<file path="config.mk">
export PLATFORM = sky130hd
export DESIGN_NAME = traffic_phase_scheduler_flat
export DESIGN_NICKNAME = d
export VERILOG_FILES = /design/src/rtl/traffic_phase_scheduler_if.sv /design/src/rtl/traffic_phase_scheduler.sv /design/src/flat_wrapper.sv
export SDC_FILE = /design/constraint.sdc
export NUM_CORES = 1
export LEC_CHECK = 0
export BUFFER_PORTS_ARGS = -buffer_cell sky130_fd_sc_hd__buf_2
export CAP_MARGIN = 0
export CORE_MARGIN = 4
export CORE_UTILIZATION = 47
export DETAILED_ROUTE_END_ITERATION = 10
export HOLD_SLACK_MARGIN = 0.08
export PLACE_DENSITY = 0.72
export REMOVE_ABC_BUFFERS = 1
export SLEW_MARGIN = 0
export SYNTH_ARGS = -nofsm -noshare
export SYNTH_HDL_FRONTEND = slang
export SYNTH_SLANG_ARGS = --single-unit
</file>
<file path="constraint.sdc">
create_clock -name clk -period 1.5 [get_ports clk]
set_input_delay 0 -clock clk [delete_from_list [all_inputs] [get_ports clk]]
set_output_delay 0 -clock clk [all_outputs]
set_load 0.1 [all_outputs]
</file>
<file path="src/rtl/traffic_phase_scheduler_if.sv">
// Control/status bundle between the intersection scheduler and its
// environment (tick source, ped button, light drivers, countdown display).
interface traffic_phase_scheduler_if;
  logic       tick;
  logic       ped_req;
  logic [1:0] led_a;
  logic [1:0] led_b;
  logic       walk;
  logic [5:0] timer_value;
  logic       ped_pending;

  modport master (
    output tick, ped_req,
    input  led_a, led_b, walk, timer_value, ped_pending
  );
  modport slave (
    input  tick, ped_req,
    output led_a, led_b, walk, timer_value, ped_pending
  );
endinterface

</file>
<file path="src/rtl/traffic_phase_scheduler.sv">
// Two-road intersection phase sequencer with all-red clearance and
// pedestrian walk service; every phase counts down in 1 Hz ticks.
module traffic_phase_scheduler #(
  parameter int T_GREEN_A = 15,
  parameter int T_GREEN_B = 15,
  parameter int T_YELLOW  = 3,
  parameter int T_ALLRED  = 1,
  parameter int T_WALK    = 10
) (
  input  logic                       clk,
  input  logic                       rst,
  traffic_phase_scheduler_if.slave   bus
);

  typedef enum logic [2:0] {
    AR_A  = 3'd0,
    GRN_A = 3'd1,
    YEL_A = 3'd2,
    AR_B  = 3'd3,
    GRN_B = 3'd4,
    YEL_B = 3'd5,
    WALK  = 3'd6
  } state_t;

  state_t     state, state_nx, succ;
  logic [5:0] timer, timer_nx;
  logic       pend, pend_nx;
  logic       legal;
  logic [1:0] led_a, led_a_nx, led_b, led_b_nx;
  logic       walk, walk_nx;

  function automatic logic [5:0] dur(input state_t s);
    case (s)
      GRN_A:        dur = 6'(T_GREEN_A);
      GRN_B:        dur = 6'(T_GREEN_B);
      YEL_A, YEL_B: dur = 6'(T_YELLOW);
      WALK:         dur = 6'(T_WALK);
      default:      dur = 6'(T_ALLRED);
    endcase
  endfunction

  always_comb begin
    state_nx = state;
    timer_nx = timer;
    succ     = AR_A;
    legal    = 1'b1;
    pend_nx  = pend | (bus.ped_req && state != WALK);
    case (state)
      AR_A:    succ = GRN_A;
      GRN_A:   succ = YEL_A;
      YEL_A:   succ = AR_B;
      AR_B:    succ = GRN_B;
      GRN_B:   succ = YEL_B;
      // A request arriving on the exit tick itself is served immediately.
      YEL_B:   succ = (pend || bus.ped_req) ? WALK : AR_A;
      WALK:    succ = AR_A;
      default: legal = 1'b0;
    endcase
    if (!legal) begin
      state_nx = AR_A;
      timer_nx = 6'(T_ALLRED);
    end else if (bus.tick) begin
      if (timer > 6'd1) begin
        timer_nx = timer - 6'd1;
      end else begin
        state_nx = succ;
        timer_nx = dur(succ);
      end
    end
    if (state_nx == WALK && state != WALK) pend_nx = 1'b0;
    led_a_nx = (state_nx == GRN_A) ? 2'b01 : (state_nx == YEL_A) ? 2'b10 : 2'b00;
    led_b_nx = (state_nx == GRN_B) ? 2'b01 : (state_nx == YEL_B) ? 2'b10 : 2'b00;
    walk_nx  = (state_nx == WALK);
  end

  // Lamp outputs are decoded from the next state so they flip on the same edge.
  always_ff @(posedge clk) begin
    if (rst) begin
      state <= AR_A;
      timer <= 6'(T_ALLRED);
      pend  <= 1'b0;
      led_a <= 2'b00;
      led_b <= 2'b00;
      walk  <= 1'b0;
    end else begin
      state <= state_nx;
      timer <= timer_nx;
      pend  <= pend_nx;
      led_a <= led_a_nx;
      led_b <= led_b_nx;
      walk  <= walk_nx;
    end
  end

  assign bus.led_a       = led_a;
  assign bus.led_b       = led_b;
  assign bus.walk        = walk;
  assign bus.timer_value = timer;
  assign bus.ped_pending = pend;

endmodule

</file>
<file path="src/flat_wrapper.sv">
// flat-port wrapper written by rule: the top's interface ports become plain ports
module traffic_phase_scheduler_flat 
#(
  parameter int T_GREEN_A = 15,
  parameter int T_GREEN_B = 15,
  parameter int T_YELLOW  = 3,
  parameter int T_ALLRED  = 1,
  parameter int T_WALK    = 10
)
  (clk, rst, bus_tick, bus_ped_req, bus_led_a, bus_led_b, bus_walk, bus_timer_value, bus_ped_pending);
  traffic_phase_scheduler_if bus_i ();
  input  logic clk;
  input  logic rst;
  input wire logic [$bits(bus_i.tick)-1:0] bus_tick;
  input wire logic [$bits(bus_i.ped_req)-1:0] bus_ped_req;
  output wire logic [$bits(bus_i.led_a)-1:0] bus_led_a;
  output wire logic [$bits(bus_i.led_b)-1:0] bus_led_b;
  output wire logic [$bits(bus_i.walk)-1:0] bus_walk;
  output wire logic [$bits(bus_i.timer_value)-1:0] bus_timer_value;
  output wire logic [$bits(bus_i.ped_pending)-1:0] bus_ped_pending;
  assign bus_i.tick = bus_tick;
  assign bus_i.ped_req = bus_ped_req;
  assign bus_led_a = bus_i.led_a;
  assign bus_led_b = bus_i.led_b;
  assign bus_walk = bus_i.walk;
  assign bus_timer_value = bus_i.timer_value;
  assign bus_ped_pending = bus_i.ped_pending;
  traffic_phase_scheduler #(.T_GREEN_A(T_GREEN_A), .T_GREEN_B(T_GREEN_B), .T_YELLOW(T_YELLOW), .T_ALLRED(T_ALLRED), .T_WALK(T_WALK)) u_core (.clk(clk), .rst(rst), .bus(bus_i));
endmodule
</file>
==> out/results.ini <==
[cells_and_area]
fill_cells = 101
stdcell_count = 146
fin_nets = 137
antenna_cells = 0
mostFrequentLayoutCells = buf_4 (20), buf_2 (15), dfxtp_1 (11)
postLayoutCoreUtil_pct = 79.1
area_growth_pct = 52.4
drive_gt1_share_pct = 53.1
multi_input_area_sq_um = 562
final_common_cell = buf_4
register_area_sq_um = 308
final_area_sq_mm = 0.00123

[power_and_ir_drop]
ir_drop_mv = 0.977
power.density_mw_per_mm2 = 1380
p_leak_nw = 0.521
fin_total_pwr_mw = 1.70

[place]
dp.cells = 133
placedInstanceArea_sq_mm = 0.00100
gp_congestion = 0.862
numPortBuffers = 15
dp_hpwl_um = 1320
place_ws_ns = -0.242

[die]
fp-row-count = 14
die_width_um = 49.5
core_sq_mm = 0.00156
dieHeight_um = 49.5
start_util_pct = 51.9
ios = 16
die-area_sq_mm = 0.00245

[routing]
drt_iter0_markers = 14
wl_per_cell_um = 15.3
viasPerCell = 5.88
wirelength_um = 2230
dr_total_vias = 858
drc = 0
ant_nets = 0
first_pass_iters = 4

[timing]
report.final.slew_viol_count = 0
timing.fmax_mhz = 652
holdWs_ns = 0.553
fin_skew_ns = 0.00401
min_period_ns = 1.53
hold_viol = 0
tns_ns = -0.0333
min_period_over_period_pct = 102
postLayoutSetupSlackWorst_ns = -0.0333
rsz0062_at_grt = yes
worst_pin_slew_ns = 0.492
slew_headroom_pct = 67.5
setup-violations-final = 1

[clocking]
tritoncts = built
cts-buffers-inserted = 3
cts_root_buf = clkbuf_4
cts.htree.levels = 1
clock_latency_ns = 0.29
cts_sinks = 15
clk_pin_slew_worst_paths_ns = 0.09
clock_path_buffers = 2

[synthesis]
synth_area_leaders = dfxtp_1 (37%), nor2_1 (4.6%), mux2i_1 (3.7%)
synth.largest_area_cell = dfxtp_1
synth.distinct_cells = 40
ys_warn_count = 0
syn-instance-count = 91
ys_seq_area_share_pct = 37.1
synth_edf_count = 0
ys.flop_type = dfxtp_1
synth_seq_cells = 15
async_flop_share_pct = 0
syn-cell-area_sq_um = 810
synthDominantCellAreaShare_pct = 37.1
syn_avg_cell_area_sq_um = 8.90

[critical_path]
cp-end-kind = flop
worstPathCellList = or3_4 > or4_4 > o31a_1 > nor2_1
path_delay_family = simple AND/OR/NAND/NOR gates
cp-start-kind = flop
worst-setup-path-type = reg -> reg
cp.arrival_ns = 1.77
path_max_fanout = 4
crit_buf_inv = 0
max_stage_delay_ns = 0.51
cp_slowest_cell = or4_4
required_ns = 1.73

[global_route]
grt-ovfl-total = 0
grt_antenna_before_repair = 0
grt_max_degree = 11
grt_pass1_wl_um = 3530
grt_use_total_pct = 18.5
grt_pass1_vias = 787

[status]
violations = setup timing
outcome = finished, violations left

[min_path]
hp-class = in -> reg

[run]
cap_violations = 0

## final cells by class
class | instances | area share, %
Timing Repair Buffer | 42 | 24.3
Inverter | 3 | 1.32
Clock buffer | 3 | 1.83
Clock inverter | 1 | 0.406
Tap cell | 16 | 1.62
Sequential cell | 15 | 24.9
Multi-Input combinational cell | 66 | 45.5
## routing by layer
layer	global-route usage (%)	share of wire, %
met1	20.6	41
met2	32.8	52
met3	6.33	6.0
met4	5.99	0.67
met5	0	0
## cells by family (layout without fill, tap and decap cells)
| family | count (synthesis) | count (layout) | synth area share (%) |
|---|---|---|---|
| AOI/OAI and AO/OA | 20 | 20 | 17.5 |
| xor gates and xnor gates | 3 | 3 | 3.25 |
| adders and majority gates | 2 | 2 | 3.09 |
| buffers and inverters | 10 | 49 | 5.72 |
| DFF | 15 | 15 | 37.1 |
| muxes | 4 | 4 | 5.10 |
| and+or+nand+nor | 37 | 37 | 28.3 |
## synth_stat cells (2+ instances only)
cell      count
dfxtp_1      15
nor2_1       10
a21oi_1       5
clkbuf_1      5
a211oi_1      4
nand2_1       4
nor3_1        4
inv_1         3
mux2i_1       3
nand3b_1      3
a211o_1       2
ha_1          2
nand2b_1      2
nor3b_1       2
xor2_1        2
## registers in the layout, indices dropped and copies added, names as in the netlist
name and cells:
u_core.bus.timer_value 6, u_core.state 3, u_core.bus.led_a 2, u_core.bus.led_b 2, u_core.bus.ped_pending 1, u_core.bus.walk 1
## where the power goes
group | total (mW) | internal, mW | switching, mW
sequential | 0.511 | 0.451 | 0.0604
clock | 0.234 | 0.0992 | 0.135
combinational | 0.954 | 0.365 | 0.588
## worst register-to-register path: cells and delay by family (launching register included)
family / cells / cell delay (ns)
flops: 1 / 0.33
compound gates: 1 / 0.12
simple gates: 3 / 1.03
## what timing repair did
| action | CTS | global route |
|---|---|---|
| endpoints found under the setup margin | 11 | 11 |
| hold buffers | 3 | 0 |
| setup buffers | 3 | 3 |
| resized for setup | 21 | 11 |
| pin swaps | 9 | 3 |
| hold endpoints to repair | 10 | 0 |
## worst paths after layout
path                              from                endpoint  slack, ns  depth (start not counted)
max          u_core.bus.timer_value[4]     u_core.bus.led_b[0]      -0.03                          4
max reg2reg  u_core.bus.timer_value[4]     u_core.bus.led_b[0]      -0.03                          4
min                                rst     u_core.bus.led_a[1]       0.55                          3
min reg2reg     u_core.bus.ped_pending  u_core.bus.ped_pending       0.57                          2
No activity file was read; power rests on OpenSTA's default activity.
